==> config.mk <==
export PLATFORM = sky130hd
export DESIGN_NAME = gpr_wb_arbiter
export DESIGN_NICKNAME = d
export VERILOG_FILES = /design/src/rtl/gpr_wb_arbiter.sv
export SDC_FILE = /design/constraint.sdc
export NUM_CORES = 1
export LEC_CHECK = 0
export CAP_MARGIN = 10
export CORE_ASPECT_RATIO = 1.2
export CORE_MARGIN = 10
export CORE_UTILIZATION = 45
export CTS_BUF_LIST = sky130_fd_sc_hd__clkbuf_16
export CTS_CLUSTER_DIAMETER = 30
export DETAILED_ROUTE_END_ITERATION = 8
export PLACE_DENSITY_LB_ADDON = 0.05
export SLEW_MARGIN = 20
export SYNTH_ARGS = -nofsm -noshare
export SYNTH_HDL_FRONTEND = slang
export SYNTH_SLANG_ARGS = --single-unit
==> constraint.sdc <==
create_clock -name clk -period 4.1 [get_ports clk]
set_input_delay 0.615 -clock clk [delete_from_list [all_inputs] [get_ports clk]]
set_output_delay 0.615 -clock clk [all_outputs]
set_load 0.1 [all_outputs]
==> src/rtl/gpr_wb_arbiter.sv <==
// gpr_wb_arbiter: round-robin merge of the pipeline writeback (source 0) and the MDU writeback
// (source 1) onto the single GPR write port through one output register, plus a 32-entry
// pending-write scoreboard over MDU destinations that drives the issue-stage stall.
// Optional bypass outputs are enabled by defining GPR_WB_FWD_EN.
module gpr_wb_arbiter #(
    parameter int unsigned XLEN = 64
) (
    input  logic            clk,
    input  logic            rstn,
    input  logic            wb0_valid,
    output logic            wb0_ready,
    input  logic [4:0]      wb0_rd,
    input  logic [XLEN-1:0] wb0_data,
    input  logic            wb1_valid,
    output logic            wb1_ready,
    input  logic [4:0]      wb1_rd,
    input  logic [XLEN-1:0] wb1_data,
    input  logic            sb_set,
    input  logic [4:0]      sb_rd,
    input  logic [4:0]      chk_rs1,
    input  logic [4:0]      chk_rs2,
    input  logic [4:0]      chk_rd,
    output logic            stall,
    output logic            gpr_wr_en,
    output logic [4:0]      gpr_index_rd,
    output logic [XLEN-1:0] gpr_data_rd,
    output logic            fwd_rs1_hit,
    output logic            fwd_rs2_hit,
    output logic [XLEN-1:0] fwd_data
);

    logic            grant0;
    logic            grant1;
    logic            last_grant_q;  // 1: source 1 was granted last
    logic            last_grant_d;
    logic            wr_en_q;
    logic            wr_en_d;
    logic [4:0]      index_q;
    logic [4:0]      index_d;
    logic [XLEN-1:0] data_q;
    logic [XLEN-1:0] data_d;
    logic [31:0]     busy_q;
    logic [31:0]     busy_d;

    // Round-robin grant; a tie goes to the source not granted last.
    always_comb begin
        grant0       = wb0_valid & (~wb1_valid | last_grant_q);
        grant1       = wb1_valid & (~wb0_valid | ~last_grant_q);
        last_grant_d = last_grant_q;
        if (grant0) begin
            last_grant_d = 1'b0;
        end else if (grant1) begin
            last_grant_d = 1'b1;
        end
    end

    assign wb0_ready = grant0;
    assign wb1_ready = grant1;

    // Output stage: load the granted request; rd = 0 is consumed without a write.
    always_comb begin
        wr_en_d = 1'b0;
        index_d = index_q;
        data_d  = data_q;
        if (grant0) begin
            wr_en_d = (wb0_rd != 5'd0);
            index_d = wb0_rd;
            data_d  = wb0_data;
        end else if (grant1) begin
            wr_en_d = (wb1_rd != 5'd0);
            index_d = wb1_rd;
            data_d  = wb1_data;
        end
    end

    // Scoreboard next state: MDU acceptance clears, a new issue sets and wins on collision.
    always_comb begin
        busy_d = busy_q;
        if (grant1 && (wb1_rd != 5'd0)) begin
            busy_d[wb1_rd] = 1'b0;
        end
        if (sb_set && (sb_rd != 5'd0)) begin
            busy_d[sb_rd] = 1'b1;
        end
        busy_d[0] = 1'b0;
    end

    // State registers; asynchronous reset drops any in-flight write and all pending bits.
    always_ff @(posedge clk or negedge rstn) begin
        if (!rstn) begin
            last_grant_q <= 1'b1;
            wr_en_q      <= 1'b0;
            index_q      <= 5'd0;
            data_q       <= '0;
            busy_q       <= '0;
        end else begin
            last_grant_q <= last_grant_d;
            wr_en_q      <= wr_en_d;
            index_q      <= index_d;
            data_q       <= data_d;
            busy_q       <= busy_d;
        end
    end

    assign gpr_wr_en    = wr_en_q;
    assign gpr_index_rd = index_q;
    assign gpr_data_rd  = data_q;

    // Issue stall whenever any checked operand has an outstanding MDU write.
    always_comb begin
        stall = busy_q[chk_rs1] | busy_q[chk_rs2] | busy_q[chk_rd];
    end

`ifdef GPR_WB_FWD_EN
    // Bypass covers the cycle in which the GPR file still returns the old value.
    always_comb begin
        fwd_rs1_hit = wr_en_q & (index_q == chk_rs1) & (chk_rs1 != 5'd0);
        fwd_rs2_hit = wr_en_q & (index_q == chk_rs2) & (chk_rs2 != 5'd0);
        fwd_data    = data_q;
    end
`else
    // No bypass: the pipeline inserts its own delay after a write to a read operand.
    always_comb begin
        fwd_rs1_hit = 1'b0;
        fwd_rs2_hit = 1'b0;
        fwd_data    = '0;
    end
`endif

endmodule

# --- Word level (Yosys, flattened, before mapping) ---
# Cells that the tools add are included.
op_classes:
  n_bitwise: 12
  reduce_logical: 8
  n_lt_le_gt_ge: 7
  muxes: 20
ops:
  columns: ["cell", "n"]
  rows:
  - ["two-way mux 64 bit", 2]
  - ["two-way mux 32 bit", 2]
  - ["bitwise AND 32 bit", 1]
  - ["inverter 32 bit", 1]
  - ["OR 32 bit", 1]
  - ["< comparator 5 x 6 -> 1 bit, second input constant", 5]
  - ["binary-select mux 1 bit (select 5 bit)", 3]
  - ["nonzero test 5 bit", 3]
  - ["demux 1 bit (select 5 bit)", 2]
  - ["greater-or-equal comparator 5 x 1 -> 1 bit, second input constant", 2]
  - ["two-way mux 5 bit", 2]
  - ["two-way mux 1 bit", 9]
  - ["logical AND 1 bit", 4]
  - ["OR 1 bit", 4]
  - ["inverter 1 bit", 3]
  - ["bitwise AND 1 bit", 2]
  - ["nonzero test 2 bit", 1]
totals:
  input_bits: 163
  regBits: 102
  elab_cells: 52

# --- Longest topological paths before layout ---
# Gate-level depths: netlist of run 1.
depth:
  word_depth: 9
  mapped_depth: 7
  ltp_nobuf: 5

# --- Worst setup path after synthesis of run 1 ---
# Ideal clock, no wire load.
synth_timing:
  kind: "in2out"
  startpoint: "input port wb0_valid"
  endpoint: "output port wb0_ready"
  stages: 2
  arrival_ns: 3.064
  slack_ns: 0.421
  path_cell_list: "buf_2 -> a21boi_0"
synth_via:
  elab_chain_cells: 1
synth_rtl:
  columns: ["item", "line_no", "source"]
  rows:
  - ["from (decl)", "10", "input logic wb0_valid,"]
  - ["bitwise AND 1 bit", "47", "grant0 = wb0_valid & (~wb1_valid | last_grant_q);"]
  - ["to (decl)", "11", "output logic wb0_ready,"]
# Every way passes these cells.

# --- Worst setup path in the final report of run 1 ---
layout_timing:
  startpoint: "input port chk_rd[0]"
  endpoint: "output port stall"
layout_via:
  elab_chain_cells: 3
layout_rtl:
  columns: ["item", "line_no", "source"]
  rows:
  - ["from (decl)", "22", "input logic [4:0] chk_rd,"]
  - ["binary-select mux 1 bit (select 5 bit)", "111", "stall = busy_q[chk_rs1] | busy_q[chk_rs2] | busy_q[chk_rd];"]
  - ["two-way mux 1 bit (not written as such)", "111", null]
  - ["OR 1 bit", "111", null]
  - ["to (decl)", "23", "output logic stall,"]
# Every way passes these cells. The select of a mux whose other input is x is not followed.

==> results of run 1 <==
cells in the final DEF (no fill, tap or decap), types with 2 or more instances in the layout:
| cell | count |
|---|---|
| mux4_1 | 6 |
| a21oi_1 | 66 |
| a31oi_1 | 64 |
| nor4b_1 | 2 |
| or3b_2 | 4 |
| clkdlybuf4s50_1 | 229 |
| conb_1 | 66 |
| inv_1 | 67 |
| or3_1 | 3 |
| mux2i_1 | 12 |
| dfrtp_1 | 101 |
| nand2_1 | 10 |
| nand3_1 | 8 |
| o21ai_0 | 34 |
| nor2_1 | 80 |
| mux4_2 | 8 |
| nand3b_1 | 12 |
| clkbuf_16 | 9 |
| o22ai_1 | 70 |
| clkinvlp_4 | 4 |
| nand2b_1 | 2 |
| diode_2 | 2 |
| mux2_2 | 13 |
| o21ai_1 | 31 |
| buf_4 | 12 |
| nor3b_1 | 2 |
kinds of logic (layout without fill, tap and decap cells):
family          after synthesis  count (layout)  synth area share, %
simple gates                130             130                 9.71
flops                       102             102                 39.9
mux                          40              40                 9.61
buf+inv                     188             326                 15.4
other cells                   1              68               0.0585
compound gates              279             279                 25.3
flip-flops by register name, indices dropped and copies added, names as in the netlist:
signal / flops
busy_q: 31
gpr_data_rd: 64
gpr_index_rd: 5
gpr_wr_en: 1
last_grant_q: 1
per-layer routing:
layer,routed length (um),up-vias,GRT usage (%)
met5,0,-,0
met2,12400,271,41.2
met4,877,0,11.4
li1,-,2953,-
met3,2140,60,9.22
met1,8280,3019,24.4
per-stage QoR:
stage | instances | util, % | area (sq um) | total power [mW]
detailed placement | 1098 | 61.4 | 8520 | 3.31
finish | 1116 | 63.4 | 8800 | 4.09
floorplan | 805 | - | 6650 | 2.79
global placement | 1098 | 61.4 | 8520 | 3.28
CTS | 1114 | 63.4 | 8790 | 4.11
global route | 1116 | 63.4 | 8800 | 4.27
how the worst max path moves through the flow:
stage	startpoint	end	depth (start not counted)
2_1_floorplan	wb0_valid	wb0_ready	2
5_1_grt	chk_rd[0]	stall	7
4_1_cts	chk_rd[0]	stall	7
3_3_place_gp	chk_rd[0]	stall	7
6_report	chk_rd[0]	stall	7
3_5_place_dp	chk_rd[0]	stall	7
worst reg2reg max path: cells and delay by family, from the launching register on:
kind | cells | cell delay, ns
compound gates | 3 | 0.85
flops | 1 | 0.74
buf+inv | 1 | 0.59
cell usage after synthesis (all sizes together), types with 3 or more instances:
| cell type | n | share of area [%] |
|---|---|---|
| dfrtp | 101 | 39 |
| buf | 84 | 9.4 |
| nor2 | 80 | 4.7 |
| o22ai | 70 | 6.8 |
| inv | 67 | 3.9 |
| a21oi | 66 | 5.2 |
| o21ai | 65 | 5.1 |
| a31oi | 64 | 6.2 |
| clkbuf | 37 | 2.2 |
| mux2 | 14 | 2.5 |
| mux4 | 14 | 5.3 |
| mux2i | 12 | 1.9 |
| nand3b | 12 | 1.4 |
| nand2 | 10 | 0.59 |
| nand3 | 8 | 0.63 |
| or3b | 4 | 0.55 |
| or3 | 3 | 0.29 |
final cells by class:
cell class                 count  area share [%]
timing repair buffer         243            27.3
tap                          171            2.43
inverter                      67            2.86
clock buffer                   9            2.56
sequential                   102            29.0
antenna                        2          0.0569
multi-input combinational    515            35.3
clock inverter                 7           0.484
where the power goes:
group          switching [mW]  internal, mW
Combinational            1.41         0.553
Clock                   0.380         0.406
Sequential              0.162          1.18
Total                    1.95          2.14
==> results.cfg, run 1 <==
[status]
outcome = complete, no violations

[grt]
track_usage_pct = 23.6
grt_max_degree = 106
antenna_found_initial = 2
grt_pass1_wl_um = 36100
grt_pass1_vias = 6572
overflow = 0

[power]
power_density_mw_per_mm2 = 464
power.leakage_nw = 3.69
ir_drop_uv = 249

[final_layout]
multi_input_area_sq_mm = 0.00311
areaGrowthSynthToFinish_pct = 37.3
drive_gt1_share_pct = 6.26
finalNetCount = 1101
seq_area_sq_mm = 0.00255
fillers = 1201

[timing]
hold_violations = 0
slew_viol_final = 0
post-route-worst-setup-slack_ns = 0.630
finalSetupViolCount = 0
worst_clock_skew_ns = 0.00992
tns_ns = 0
max-slew-margin-rel_pct = 27.2
hold_ws_ns = 0.214
fin_crit_ns = 3.47
fmax_mhz = 288
tightest_slew_ns = 1.09
min_period_over_period_pct = 84.6
rsz0062_at_grt = no

[place]
io_buffers = 235
place_ws_ns = 0.641
hpwlAfterDp_um = 18200
gp_congestion = 0.979

[synth]
ys_ff_latch = 102
ys_warn_count = 0
synthArstFlopShare_pct = 100
synth_cells = 740
ys_seq_area_share_pct = 39.9
synth_cell_types = 50
synth_edf_count = 0
synth-main-ff-cell = dfrtp_1
postSynthAreaPerCell_sq_um = 8.66
syn-cell-area_sq_mm = 0.00641

[routing]
ant_nets = 0
dr.pass1.iters = 5
routed_wl_um = 23700
drc = 0
routed_via_density = 5.65
drtIter0Drc = 543
num_vias = 6303
avgRoutedWirePerCell_um = 21.2

[floorplan]
ios = 302
rows = 47
fp.coreArea_sq_mm = 0.0139
die_y_um = 151
dieArea_sq_mm = 0.0194
start_util_pct = 46.2
die_w_um = 129

[worst_setup_path]
cp.required_ns = 3.48
crit_arrival_ns = 2.86
reg2reg_depth = 4
rr_endpoint = gpr_data_rd[6]$_DFFE_PN0P_
critPathBufInv = 3
path_delay_family = buffers and inverters
setup.worst_path.class = primary input to primary output
critPathLaunchType = primary input
max_stage_delay_ns = 0.74
r2r-start = last_grant_q$_DFFE_PN1P_
path_cells = clkdlybuf4s50_1 > mux4_1 > inv_1 > a2111oi_0 > a211oi_1 > nand4_1 > buf_4
crit_slowest_cell = clkdlybuf4s50_1
rrSetupSlack_ns = 1.85
end_kind = primary output
crit_fanout = 8

[clocking]
clk_pin_slew_ns = 0.07
cts_tree = done
post_cts_buffers = 0
clk_latency_ns = 0.35
cts_resized = 0
clk_path_buf_depth = 2
cts_sinks = 102
htree_levels = 3
ctsRootBufferMaster = clkbuf_16
cts_buffers = 9
cts_hold_buf = 0

[min_path]
hp-class = primary input to async pin

[job]
max_cap_viol_count = 0
Power figures use the tool's default switching activity.
==> run 2: changes to the inputs <==
CORE_UTILIZATION = 42   (was 45)
clock period = 3.2 ns   (was 4.1 ns; I/O delays follow)
==> results.cfg, run 2 (synthesis results as in run 1) <==
[worst_setup_path]
crit_fanout = 6
end_kind = primary output
crit_arrival_ns = 2.59
critPathLaunchType = primary input
cp.required_ns = 2.72
crit_slowest_cell = clkdlybuf4s50_1
max_stage_delay_ns = 0.65
path_cells = clkdlybuf4s50_1 > mux4_1 > nand4b_1 > nand2_1 > nor4_2 > nand4_1 > buf_12
setup.worst_path.class = primary input to primary output

[routing]
ant_nets = 0
drc = 0
routed_wl_um = 24700
num_vias = 6414
dr.pass1.iters = 5
drtIter0Drc = 399
avgRoutedWirePerCell_um = 21.4
routed_via_density = 5.56

[clocking]
clk_path_buf_depth = 2
clk_latency_ns = 0.35
cts_buffers = 9
post_cts_buffers = 0
htree_levels = 3
ctsRootBufferMaster = clkbuf_16
cts_tree = done
clk_pin_slew_ns = 0.07
cts_sinks = 102

[place]
io_buffers = 235
dp_cells = 1136
hpwlAfterDp_um = 19000
gp_congestion = 0.919

[timing]
slew_viol_final = 0
finalSetupViolCount = 0
hold_violations = 0
tns_ns = 0
rsz0062_at_grt = no
max-slew-margin-rel_pct = 49.2
tightest_slew_ns = 0.762
fin_crit_ns = 3.07
fmax_mhz = 326
min_period_over_period_pct = 95.9
worst_clock_skew_ns = 0.0121

[floorplan]
die_w_um = 133
rows = 49
die_y_um = 155
ios = 302
fp.coreArea_sq_mm = 0.0150
start_util_pct = 42.8
dieArea_sq_mm = 0.0206

[grt]
grt_pass1_vias = 6717
overflow = 0
grt_pass1_wl_um = 38400
antenna_found_initial = 2
track_usage_pct = 23.3
grt_max_degree = 198

[final_layout]
areaGrowthSynthToFinish_pct = 37.0
final_cells = 1153
finalNetCount = 1106
final_common_cell = clkdlybuf4s50_1
drive_gt1_share_pct = 13.9
final_cell_mix = clkdlybuf4s50_1 (158), dfrtp_1 (101), buf_4 (82), nor2_1 (80), o22ai_1 (70)
fillers = 1372
largest_reg_flops = 64

[min_path]
hp-class = primary input to async pin

[power]
power.leakage_nw = 3.83
power_density_mw_per_mm2 = 607
ir_drop_uv = 328

[status]
outcome = complete, no violations

[job]
max_cap_viol_count = 0
==> run 2: changes by cell type in the layout (fill, tap and decap cells not counted), sizes merged <==
cell / before / now
buf: 14 / 89
bufinv: 0 / 1
clkdlybuf4s50: 229 / 158
clkinvlp: 4 / 0
dlymetal6s2s: 0 / 1
inv: 68 / 70
==> run 2: what timing repair did <==
action	in CTS	in global routing
hold buffers	0	0
resized for setup	0	1
endpoints found under the setup margin	0	1
==> run 2: cell type report <==
| cell class | instances | area [sq um] | area share (%) |
|---|---|---|---|
| diodes | 2 | 5.00 | 0.0570 |
| multi-input cells | 515 | 3110 | 35.4 |
| repair buffers | 248 | 2330 | 26.5 |
| well taps | 204 | 255 | 2.91 |
| clock buffers | 9 | 225 | 2.57 |
| inverters | 67 | 251 | 2.86 |
| clock inverters | 6 | 55.1 | 0.627 |
| flip-flops and latches | 102 | 2550 | 29.1 |
==> run 2: metal layers <==
layer  wire length, um  vias up  track usage (%)  share of wire (%)
li1                  -     2951                -                  -
met1              8900     3087             24.9                 36
met2             12900      322             41.2                 52
met3              2000       54             7.18                8.1
met4               917        0             10.5                3.7
met5                 0        -                0                  0
==> run 2: path summary, 6_finish.rpt <==
path                                     startpoint                          end  slack [ns]  cells past startpoint
hold reg to reg                busy_q[16]$_DFF_PN0_         busy_q[16]$_DFF_PN0_        0.62                      2
min in group clk                          wb0_valid     last_grant_q$_DFFE_PN1P_        0.51                      3
max in group asynchronous                      rstn     last_grant_q$_DFFE_PN1P_        2.29                      2
setup reg to reg           last_grant_q$_DFFE_PN1P_         busy_q[30]$_DFF_PN0_        1.06                      5
hold / removal                                 rstn  gpr_data_rd[26]$_DFFE_PN0P_        0.10                      1
setup / recovery                         chk_rs1[0]                        stall        0.13                      7
==> run 2: power by group <==
group / leakage (nW) / total, mW / switching (mW) / internal, mW
Clock: 0.146 / 1.08 / 0.484 / 0.596
Combinational: 2.50 / 2.49 / 1.80 / 0.688
Sequential: 1.18 / 1.76 / 0.254 / 1.51
Total: 3.83 / 5.33 / 2.54 / 2.79
==> run 2: per-stage QoR <==
step	cell area [sq um]	hold slack [ns]	power (mW)	setup slack [ns]	utilization [%]
2_1_floorplan	6650	0.184	3.58	0.275	-
3_3_place_gp	8490	0.503	4.24	0.107	56.8
3_5_place_dp	8490	0.507	4.27	0.0971	56.8
4_1_cts	8770	0.126	5.36	0.102	58.6
5_1_grt	8780	0.145	5.55	0.0291	58.7
6_report	8780	0.105	5.33	0.131	58.7
==> run 2: worst max-delay path: cells and delay by family <==
kind,cells,cell delay (ns)
simple gates,4,0.66
mux,1,0.59
buf+inv,2,0.86
